==> src/rtl/sensor_input_conditioner_pkg.sv <==
// Shared constants for the irrigation controller front-end: channel count,
// bit map of the raw sensor word and default timing.
package irrigation_pkg;
   localparam int N_SENSORS   = 7;

   localparam int IDX_LOW     = 0;
   localparam int IDX_MIDDLE  = 1;
   localparam int IDX_HIGH    = 2;
   localparam int IDX_SOLO    = 3;
   localparam int IDX_AR      = 4;
   localparam int IDX_TEMP    = 5;
   localparam int IDX_SELETOR = 6;

   // 10 ms at 50 MHz
   localparam int DEBOUNCE_DEFAULT    = 500000;
   localparam int SYNC_STAGES_DEFAULT = 2;

   function automatic int startup_limit(input int sync_stages, input int debounce_cycles);
      return sync_stages + debounce_cycles;
   endfunction
endpackage

==> src/rtl/sensor_input_conditioner_if.sv <==
// Sensor-side bundle: raw inputs in, debounced levels / change pulses / settled out.
interface sensor_input_conditioner_if;
   import irrigation_pkg::*;

   logic [N_SENSORS-1:0] raw_in;
   logic [N_SENSORS-1:0] stable_out;
   logic [N_SENSORS-1:0] changed;
   logic                 settled;

   modport master (output raw_in, input stable_out, input changed, input settled);
   modport slave  (input raw_in, output stable_out, output changed, output settled);
endinterface

==> src/rtl/sensor_input_conditioner_debounce_channel.sv <==
// One input bit: synchroniser chain, stability counter and accepted-level flop.
// o_update is high for the cycle in which the accepted level is about to flip.
module debounce_channel #(
   parameter int DEBOUNCE_CYCLES = 500000,
   parameter int SYNC_STAGES     = 2
) (
   input  logic clk,
   input  logic reset,
   input  logic i_raw,
   output logic o_stable,
   output logic o_update
);
   localparam int             CW      = $clog2(DEBOUNCE_CYCLES);
   localparam logic [CW-1:0]  CNT_MAX = CW'(DEBOUNCE_CYCLES - 1);

   logic [SYNC_STAGES-1:0] r_sync;
   logic [CW-1:0]          r_cnt;
   logic                   r_stable;
   logic                   w_sync;
   logic                   w_diff;
   logic                   w_tc;

   assign w_sync   = r_sync[SYNC_STAGES-1];
   assign w_diff   = w_sync ^ r_stable;
   assign w_tc     = (r_cnt == CNT_MAX);
   assign o_stable = r_stable;
   assign o_update = w_diff & w_tc;

   always_ff @(posedge clk) begin
      if (reset) begin
         r_sync   <= '0;
         r_cnt    <= '0;
         r_stable <= 1'b0;
      end else begin
         r_sync <= {r_sync[SYNC_STAGES-2:0], i_raw};
         // Any return to the accepted level restarts qualification.
         if (!w_diff) begin
            r_cnt <= '0;
         end else if (w_tc) begin
            r_cnt    <= '0;
            r_stable <= w_sync;
         end else begin
            r_cnt <= r_cnt + CW'(1);
         end
      end
   end
endmodule

==> src/rtl/sensor_input_conditioner.sv <==
// Sensor input conditioner: per-bit synchronise + debounce, registered change
// pulses, and a startup window that suppresses pulses during power-up acquisition.
module sensor_input_conditioner
   import irrigation_pkg::*;
#(
   parameter int DEBOUNCE_CYCLES = DEBOUNCE_DEFAULT,
   parameter int SYNC_STAGES     = SYNC_STAGES_DEFAULT
) (
   input  logic                       clk,
   input  logic                       reset,
   sensor_input_conditioner_if.slave  bus
);
   localparam int            STARTUP_LIMIT = startup_limit(SYNC_STAGES, DEBOUNCE_CYCLES);
   localparam int            SW            = $clog2(STARTUP_LIMIT + 1);
   localparam logic [SW-1:0] START_MAX     = SW'(STARTUP_LIMIT);
   localparam logic [SW-1:0] START_PRE     = SW'(STARTUP_LIMIT - 1);

   generate
      if (DEBOUNCE_CYCLES < 2) begin : g_bad_debounce
         $error("DEBOUNCE_CYCLES must be at least 2");
      end
      if (SYNC_STAGES < 2) begin : g_bad_sync
         $error("SYNC_STAGES must be at least 2");
      end
   endgenerate

   logic [N_SENSORS-1:0] w_stable;
   logic [N_SENSORS-1:0] w_update;
   logic [N_SENSORS-1:0] r_changed;
   logic [SW-1:0]        r_startup;
   logic                 r_settled;

   for (genvar g = 0; g < N_SENSORS; g++) begin : g_ch
      debounce_channel #(
         .DEBOUNCE_CYCLES (DEBOUNCE_CYCLES),
         .SYNC_STAGES     (SYNC_STAGES)
      ) u_ch (
         .clk      (clk),
         .reset    (reset),
         .i_raw    (bus.raw_in[g]),
         .o_stable (w_stable[g]),
         .o_update (w_update[g])
      );
   end

   always_ff @(posedge clk) begin
      if (reset) begin
         r_startup <= '0;
         r_settled <= 1'b0;
         r_changed <= '0;
      end else begin
         if (r_startup != START_MAX) begin
            r_startup <= r_startup + SW'(1);
         end
         if (r_startup == START_PRE) begin
            r_settled <= 1'b1;
         end
         // Gated by the pre-edge settled value, so acquisition at power-up is silent.
         r_changed <= w_update & {N_SENSORS{r_settled}};
      end
   end

   assign bus.stable_out = w_stable;
   assign bus.changed    = r_changed;
   assign bus.settled    = r_settled;
endmodule

==> src/flat_wrapper.sv <==
// flat-port wrapper written by rule: the top's interface ports become plain ports
module sensor_input_conditioner_flat import irrigation_pkg::*;
#(
   parameter int DEBOUNCE_CYCLES = DEBOUNCE_DEFAULT,
   parameter int SYNC_STAGES     = SYNC_STAGES_DEFAULT
)
  (clk, reset, bus_raw_in, bus_stable_out, bus_changed, bus_settled);
  sensor_input_conditioner_if bus_i ();
  input  logic clk;
  input  logic reset;
  input wire logic [$bits(bus_i.raw_in)-1:0] bus_raw_in;
  output wire logic [$bits(bus_i.stable_out)-1:0] bus_stable_out;
  output wire logic [$bits(bus_i.changed)-1:0] bus_changed;
  output wire logic [$bits(bus_i.settled)-1:0] bus_settled;
  assign bus_i.raw_in = bus_raw_in;
  assign bus_stable_out = bus_i.stable_out;
  assign bus_changed = bus_i.changed;
  assign bus_settled = bus_i.settled;
  sensor_input_conditioner #(.DEBOUNCE_CYCLES(DEBOUNCE_CYCLES), .SYNC_STAGES(SYNC_STAGES)) u_core (.clk(clk), .reset(reset), .bus(bus_i));
endmodule
==> config.mk <==
export PLATFORM = sky130hd
export DESIGN_NAME = sensor_input_conditioner_flat
export DESIGN_NICKNAME = d
export VERILOG_FILES = /design/src/rtl/sensor_input_conditioner_pkg.sv /design/src/rtl/sensor_input_conditioner_if.sv /design/src/rtl/sensor_input_conditioner_debounce_channel.sv /design/src/rtl/sensor_input_conditioner.sv /design/src/flat_wrapper.sv
export SDC_FILE = /design/constraint.sdc
export NUM_CORES = 1
export LEC_CHECK = 0
export CORE_MARGIN = 8
export CORE_UTILIZATION = 45
export CTS_BUF_LIST = sky130_fd_sc_hd__clkbuf_2 sky130_fd_sc_hd__clkbuf_4 sky130_fd_sc_hd__clkbuf_8
export DETAILED_ROUTE_END_ITERATION = 16
export PLACE_DENSITY = 0.66
export SLEW_MARGIN = 20
export SYNTH_ARGS = -nofsm -noshare
export SYNTH_HDL_FRONTEND = slang
export SYNTH_SLANG_ARGS = --single-unit
==> constraint.sdc <==
create_clock -name clk -period 2.32 [get_ports clk]
set_input_delay 0.464 -clock clk [delete_from_list [all_inputs] [get_ports clk]]
set_output_delay 0.464 -clock clk [all_outputs]
set_load 0.03 [all_outputs]
# Word-level counts from Yosys, hierarchy flattened
# Cells that the tools add are included.
op_classes:
  addsub: 8
  eq_ne: 9
  bitwise: 22
  n_reduce_logical: 14
ops:
  columns: ["cell", "n"]
  rows:
  - ["$add 19x1->19 const B", 8]
  - ["$eq 19x19->1 const B", 8]
  - ["$reduce_or 3->1", 7]
  - ["$ne 19x19->1 const B", 1]
  - ["$reduce_and 2->1", 7]
  - ["$and 1x1->1", 7]
  - ["$and 7x7->7", 1]
  - ["$not 1->1", 7]
  - ["$xor 1x1->1", 7]
totals:
  ff_bits: 181
  input_bits: 9
  output_inout_bits: 15
  elab_cells: 77

# Longest topological paths before layout
# Gate-level depths: netlist (run 1).
depth:
  word_depth: 3
  depth_mapped: 6
  mapped_depth_nobuf: 5

# Cells and area by module
# A second synthesis (run 1) with hierarchy kept.
hier_totals:
  hier_cells: 911
  area_unflattened_um2: 8205.4
by_module_without_submodules:
  columns: ["mod", "instances", "cells_per_inst", "area_each_um2", "seq_area_each_um2"]
  rows:
  - ["debounce_channel", 7, 112, 999.7, 440.4]
  - ["sensor_input_conditioner", 1, 127, 1207.4, 540.5]

# Least setup slack after synthesis (run 1)
# No wires, ideal clock.
synth_path:
  kind: "reg2reg"
  start: "reg u_core.g_ch[3].u_ch.r_cnt[12]"
  end: "reg u_core.g_ch[3].u_ch.r_cnt[6]"
  setup_ns: 0.115
  t_arrival_ns: 1.858
  required_time_ns: 2.205
  path_slack_ns: 0.347
  stages_incl_launch_ff: 6
  n_path_buf: 1
  synth_period_minus_slack_ns: 1.973
  cell_sequence: "dfxtp_1 -> or4b_1 -> or4b_4 -> o21ai_4 -> buf_12 -> nor2_2"
synth_via:
  elab_chain_len: 2
synth_rtl:
  columns: ["element", "line", "source"]
  rows:
  - ["start, declared", "sensor_input_conditioner_debounce_channel.sv:17", "logic [CW-1:0] r_cnt;"]
  - ["start signal, assigned", "sensor_input_conditioner_debounce_channel.sv:43", "r_cnt <= r_cnt + CW'(1);"]
  - ["$eq 19x19->1", "sensor_input_conditioner_debounce_channel.sv:25", "assign w_tc = (r_cnt == CNT_MAX);"]
  - ["$reduce_or 3->1 (no line)", null, null]
# No other way between the ends.
# A chain may end at the register's enable or synchronous reset.

# Final worst setup path (run 1)
layout_path:
  start: "reg u_core.g_ch[1].u_ch.r_stable"
  end: "out bus_stable_out[1]"
layout_rtl:
  columns: ["element", "line", "source"]
  rows:
  - ["start, declared", "sensor_input_conditioner_debounce_channel.sv:18", "logic r_stable;"]
  - ["start signal, assigned", "sensor_input_conditioner_debounce_channel.sv:41", "r_stable <= w_sync;"]
  - ["end, declared", "flat_wrapper.sv:12", "output wire logic [$bits(bus_i.stable_out)-1:0] bus_stable_out;"]
# No word-level cell between the ends.

==> impl_metrics.csv, run 1 <==
group,metric,value,unit
cells_and_area,insertedDiodeCount,0,
worst_setup_path,worst_setup_path_start_kind,"flip-flop",
worst_setup_path,crit_family,"buffers and inverters",
placed_design,gp_congestion,0.8045,
worst_setup_path,required,1.86,ns
yosys,yosys_warnings,0,
timing,max_freq,491.8,MHz
yosys,synth_top_area_share,45.19,%
grt,gr-usage-all-layers,13.99,%
worst_hold_path,hold_path.class,"reg -> reg",
worst_setup_path,path_max_fanout,3,
clocking,cts_hold_buf,0,
timing,rsz0062_at_grt,"no",
floorplan,fp.dieArea,22340,sq um
floorplan,fp-row-count,49,
power_and_ir_drop,p_int,4256,uW
worst_setup_path,arrival,1.57,ns
yosys,synth_area,8018,sq um
cells_and_area,fin_area,8939,sq um
power_and_ir_drop,powerDensity,602.7,nW/um^2
grt,grt_overflow,0,
timing,post-route-period-util,87.64,%
worst_setup_path,path_cells,"clkdlybuf4s50_1",
yosys,synth_nets,920,
drt,drt_first_iter_violations,292,
yosys,synth-seq-area-share,45.19,%
drt,vias,6170,
timing,min_period,2.033,ns
yosys,synth.distinct_cells,47,
drt,ant_nets,0,
grt,grt_pass1_wl,26250,um
worst_setup_path,path_class,"reg -> out",
floorplan,coreArea,17720,sq um
timing,drv_slew,0,
power_and_ir_drop,ir_drop,0.0003521,V
yosys,synthTopCellsByCount,"dfxtp_1, nor2_1, xnor2_1",
timing,finalSetupTns,0,ns
clocking,htree_levels,4,
worst_setup_path,path_depth,1,
yosys,postSynthRegisterBits,181,
timing,hold_viol_final,0,
clocking,cts_root_buffer,"clkbuf_8",
yosys,avgSynthCellArea,8.899,sq um
clocking,numCtsBuffers,17,
placed_design,hpwl,10320,um
yosys,synth_most_common_cell,"dfxtp_1",
worst_hold_path,whs_path_depth,1,
worst_setup_path,cp_slowest_stage_delay,0.71,ns
clocking,cts_tree,"yes",
worst_setup_path,rr_worst_depth,5,
drt,drt_pass1_iterations,4,
power_and_ir_drop,p_comb_share,1.9,%
power_and_ir_drop,seq_power_share,58.3,%
power_and_ir_drop,switching_share,21.00,%
power_and_ir_drop,clkPwrFrac,39.9,%
timing,setup_viol,0,
grt,grt_max_degree,52,
worst_setup_path,cpMaxStageDelayCell,"clkdlybuf4s50_1",
yosys,async_reset_ff_share,0,%
drt,drt_wl_total,14860,um
run_status,status,"complete, no violations",
floorplan,die_h,149.5,um
yosys,synthFlopType,"dfxtp_1",
grt,first_global_vias,5659,
floorplan,chipWidth,149.5,um
drt,drc,0,
placed_design,placedInstanceArea,8536,sq um
cells_and_area,nFillCells,1709,
clocking,cts_max_path_buffers,2,
drt,wire_per_inst,12.65,um
run,maxCapViolCount,0,
grt,antenna_found_initial,0,
yosys,synth.area.top_cells,"dfxtp_1, xnor2_1, nor2_1, xor2_1, a21oi_1",
cells_and_area,drive_gt1_share,8.140,%
yosys,synth_area_leader_cell,"dfxtp_1",
power_and_ir_drop,power_leakage,0.002634,uW
floorplan,initial_core_util,45.25,%
timing,fin_worst_skew,0.01188,ns
cells_and_area,final_nets,953,
timing,slew_headroom,63.73,%
yosys,synthCells,901,
clocking,postCtsSetupRepairBufs,0,
clocking,clkLatencyLatePin,0.45,ns
placed_design,port_buffers,23,
timing,tightest_slew,0.5441,ns
floorplan,num_io_pins,24,
cells_and_area,syn_to_final_growth,11.49,%
clocking,clk_pin_slew,0.09,ns
clocking,ctsResizeCount,0,
clocking,clkSinkCount,181,
worst_setup_path,path_buf_inv,1,
power_and_ir_drop,p_sw,1131,uW
drt,vias_per_cell,5.251,
yosys,synth_edf_count,0,
worst_setup_path,endpoint_kind,"primary output",
-- state kept, by name, indices dropped and copies added (netlist names) --
register	flops
u_core.g_ch.u_ch.r_cnt	133
u_core.r_startup	19
u_core.g_ch.u_ch.r_sync	14
u_core.bus.changed	7
u_core.g_ch.u_ch.o_stable	7
u_core.bus.settled	1
-- final cells by class --
| type | instances | area (sq um) | share of cell area [%] |
|---|---|---|---|
| Sequential cell | 181 | 3623 | 40.54 |
| Inverter | 29 | 108.9 | 1.218 |
| Timing Repair Buffer | 41 | 397.9 | 4.451 |
| Clock buffer | 23 | 304.0 | 3.401 |
| Clock inverter | 8 | 98.84 | 1.106 |
| Tap cell | 229 | 286.5 | 3.205 |
| Multi-Input combinational cell | 664 | 4119 | 46.08 |
-- routing by layer --
metal / vias up / wire, um / global-route usage, %
met5: - / 0 / 0
met4: 0 / 127 / 4.190
met1: 2854 / 7591 / 18.74
met2: 46 / 6643 / 21.44
met3: 12 / 499 / 3.931
li1: 3258 / - / -
-- final timing paths --
check	start	slack, ns	to
max	u_core.g_ch[1].u_ch.o_stable	0.29	bus_stable_out[1]
min	u_core.g_ch[6].u_ch.r_sync[0]	0.44	u_core.g_ch[6].u_ch.r_sync[1]
max reg2reg	u_core.g_ch[4].u_ch.r_cnt[6]	0.34	u_core.g_ch[4].u_ch.r_cnt[18]
min reg2reg	u_core.g_ch[6].u_ch.r_sync[0]	0.44	u_core.g_ch[6].u_ch.r_sync[1]
-- kinds of logic (layout without fill, tap and decap cells) --
| family | Yosys count | in the layout | synth area share [%] |
|---|---|---|---|
| flops | 181 | 181 | 45.19 |
| compound gates | 112 | 112 | 8.224 |
| xor+xnor | 99 | 99 | 10.81 |
| buf+inv | 56 | 101 | 3.433 |
| simple gates | 443 | 443 | 30.77 |
| fa+ha+maj | 10 | 10 | 1.561 |
-- power groups by stage --
stage / combinational (uW) / sequential (uW) / clock (uW)
after detailed placement: 103 / 3210 / 0
after CTS: 103 / 3140 / 2220
final: 101 / 3140 / 2150
after floorplan: 66.1 / 3210 / 0
after global placement: 102 / 3210 / 0
after global routing: 113 / 3140 / 2350
-- layout by cell type, fill, tap and decap left out, drive strengths merged, types with 23 or more instances in the layout --
master and instances:
dfxtp 181, nor2 116, xnor2 55, nand3 51
a21oi 51, nand2 49, xor2 44, o21ai 42
or3 38, nand4 38, inv 29, nor4 26
clkbuf 23
-- stage by stage --
step                util [%]  std cells  setup WS [ns]  total power [uW]  hold slack, ns
finish                 50.45       1175         0.2868              5387          0.4382
global route           50.45       1175         0.1899              5608          0.4471
CTS                    50.45       1175         0.2510              5464          0.4327
detailed placement     48.17       1144         0.3335              3315          0.4226
global placement       48.17       1144         0.3662              3313          0.4194
floorplan                  -        901         0.3470              3274          0.4112
Note: power is estimated with default switching activity, not from simulation.
==> inputs of run 2 (changes only) <==
- CORE_UTILIZATION: 45 -> 64
- PLACE_DENSITY: 0.66 -> 0.87
- SKIP_LAST_GASP: unset -> 1
==> impl_metrics.csv, run 2 (same netlist as run 1, synthesis figures left out) <==
group,metric,value,unit
run_status,status,"complete, no violations",
clocking,clk_pin_slew,0.09,ns
cells_and_area,largestRegisters,"u_core.g_ch.u_ch.r_cnt: 133 flops, u_core.r_startup: 19 flops, u_core.g_ch.u_ch.r_sync: 14 flops",
timing,rsz0062_at_grt,"no",
worst_setup_path,endpoint_kind,"flip-flop",
drt,drc,0,
worst_setup_path,path_buf_inv,1,
grt,grt_overflow,0,
worst_hold_path,whs_path_depth,1,
grt,grt_pass1_wl,25410,um
floorplan,chipWidth,127.9,um
timing,tightest_slew,0.5439,ns
power_and_ir_drop,powerDensity,628.9,nW/um^2
placed_design,hpwl,10400,um
worst_setup_path,rr_worst_depth,5,
floorplan,num_io_pins,24,
timing,max_freq,484.6,MHz
timing,min_period,2.064,ns
timing,finalSetupTns,0,ns
clocking,postCtsSetupRepairBufs,0,
worst_hold_path,min_from,"u_core.g_ch[0].u_ch.r_sync[0]",
cells_and_area,top_register,"u_core.g_ch.u_ch.r_cnt",
drt,drt_pass1_iterations,5,
drt,wire_per_inst,13.39,um
worst_setup_path,worst_setup_path_start_kind,"flip-flop",
grt,grt_max_degree,26,
grt,gr-usage-all-layers,18.70,%
floorplan,coreArea,12410,sq um
placed_design,gp_congestion,0.7918,
placed_design,port_buffers,23,
floorplan,fp.dieArea,16360,sq um
worst_setup_path,cp_slowest_stage_delay,0.58,ns
worst_setup_path,worstReg2RegEnd,"u_core.g_ch[3].u_ch.r_cnt[17]",
clocking,numCtsBuffers,17,
floorplan,die_h,127.9,um
cells_and_area,final_nets,950,
cells_and_area,insertedDiodeCount,0,
clocking,cts_hold_buf,0,
clocking,cts_root_buffer,"clkbuf_8",
clocking,cts_max_path_buffers,2,
worst_setup_path,cpMaxStageDelayCell,"or4b_4",
timing,post-route-period-util,88.95,%
drt,ant_nets,0,
timing,slew_headroom,63.66,%
worst_setup_path,regToRegStartpoint,"u_core.g_ch[3].u_ch.r_cnt[10]",
floorplan,fp-row-count,41,
run,maxCapViolCount,0,
clocking,htree_levels,4,
floorplan,initial_core_util,64.58,%
worst_setup_path,path_class,"reg -> reg",
cells_and_area,syn_to_final_growth,10.52,%
timing,drv_slew,0,
timing,fin_worst_skew,0.01041,ns
cells_and_area,drive_gt1_share,7.945,%
clocking,clkLatencyLatePin,0.46,ns
timing,setup_viol,0,
drt,drt_wl_total,14940,um
cells_and_area,mostFrequentLayoutCells,"dfxtp_1, nor2_1, xnor2_1",
placed_design,dp_cells,1084,
worst_setup_path,path_max_fanout,14,
clocking,ctsResizeCount,0,
cells_and_area,largest_reg_flops,133,
timing,hold_viol_final,0,
worst_setup_path,crit_family,"simple AND/OR/NAND/NOR gates",
worst_hold_path,hold_path.class,"reg -> reg",
grt,antenna_found_initial,0,
worst_hold_path,min_to,"u_core.g_ch[0].u_ch.r_sync[1]",
drt,drt_first_iter_violations,550,
power_and_ir_drop,ir_drop,0.0005644,V
worst_setup_path,regToRegSetupSlack,0.26,ns
grt,first_global_vias,5708,
clocking,clkSinkCount,181,
cells_and_area,final_common_cell,"dfxtp_1",
worst_setup_path,required,2.67,ns
cells_and_area,stdcell_count,1116,
worst_setup_path,path_cells,"or4b_1 > or4b_4 > o21ai_4 > buf_12 > a21oi_1",
power_and_ir_drop,power_leakage,0.002629,uW
drt,vias_per_cell,5.694,
drt,vias,6354,
worst_setup_path,arrival,2.41,ns
worst_setup_path,path_depth,5,
cells_and_area,fin_util,71.38,%
clocking,cts_tree,"yes",
run 2: cell type report:
class | count | area, sq um
multi-input combinational | 664 | 4119
sequential | 181 | 3623
fill | 947 | 3553
timing repair buffer | 38 | 350.3
clock buffer | 18 | 247.7
tap | 172 | 215.2
clock inverter | 14 | 196.4
inverter | 29 | 108.9
run 2: how the worst max path moves through the flow:
stage	start	end	slack (ns)
after floorplan	u_core.g_ch[3].u_ch.r_cnt[12]	u_core.g_ch[3].u_ch.r_cnt[6]	0.35
after global placement	u_core.g_ch[3].u_ch.r_cnt[10]	u_core.g_ch[3].u_ch.r_cnt[17]	0.31
after detailed placement	u_core.g_ch[3].u_ch.r_cnt[10]	u_core.g_ch[3].u_ch.r_cnt[17]	0.26
after CTS	u_core.g_ch[2].u_ch.o_stable	bus_stable_out[2]	0.24
after global routing	u_core.g_ch[3].u_ch.r_cnt[12]	u_core.g_ch[3].u_ch.r_cnt[17]	0.18
final	u_core.g_ch[3].u_ch.r_cnt[10]	u_core.g_ch[3].u_ch.r_cnt[17]	0.26
run 2: per-layer routing:
metal | GRT usage, % | vias to the layer above | share of wire, %
met4 | 7.552 | 0 | 1.5
li1 | - | 3274 | -
met1 | 22.89 | 2977 | 47
met5 | 0 | - | 0
met3 | 4.285 | 19 | 3.1
met2 | 31.11 | 84 | 49
run 2: worst reg2reg max path, delay by kind of cell, from the launching register on:
family                 cells  cell delay, ns
AO/OA/AOI/OAI              2            0.28
buffers and inverters      1            0.19
flip-flops                 1            0.35
AND/OR/NAND/NOR            2            1.14
run 2: where the power goes:
group | total, uW | leakage (uW) | internal, uW | switching (uW)
sequential | 3140 | 0.00146 | 3120 | 16.2
combinational | 98.7 | 0.000946 | 43.0 | 55.7
clock | 2340 | 0.000222 | 1220 | 1120
run 2: per-stage QoR:
| step | total power, uW | instance area [sq um] | setup slack [ns] | hold slack [ns] |
|---|---|---|---|---|
| final | 5573 | 8861 | 0.2563 | 0.4423 |
| after global routing | 5787 | 8861 | 0.1769 | 0.4567 |
| after CTS | 5633 | 8861 | 0.2410 | 0.4422 |
| after detailed placement | 3311 | 8417 | 0.2640 | 0.4261 |
| after global placement | 3308 | 8417 | 0.3070 | 0.4206 |
| after floorplan | 3274 | 8018 | 0.3470 | 0.4112 |
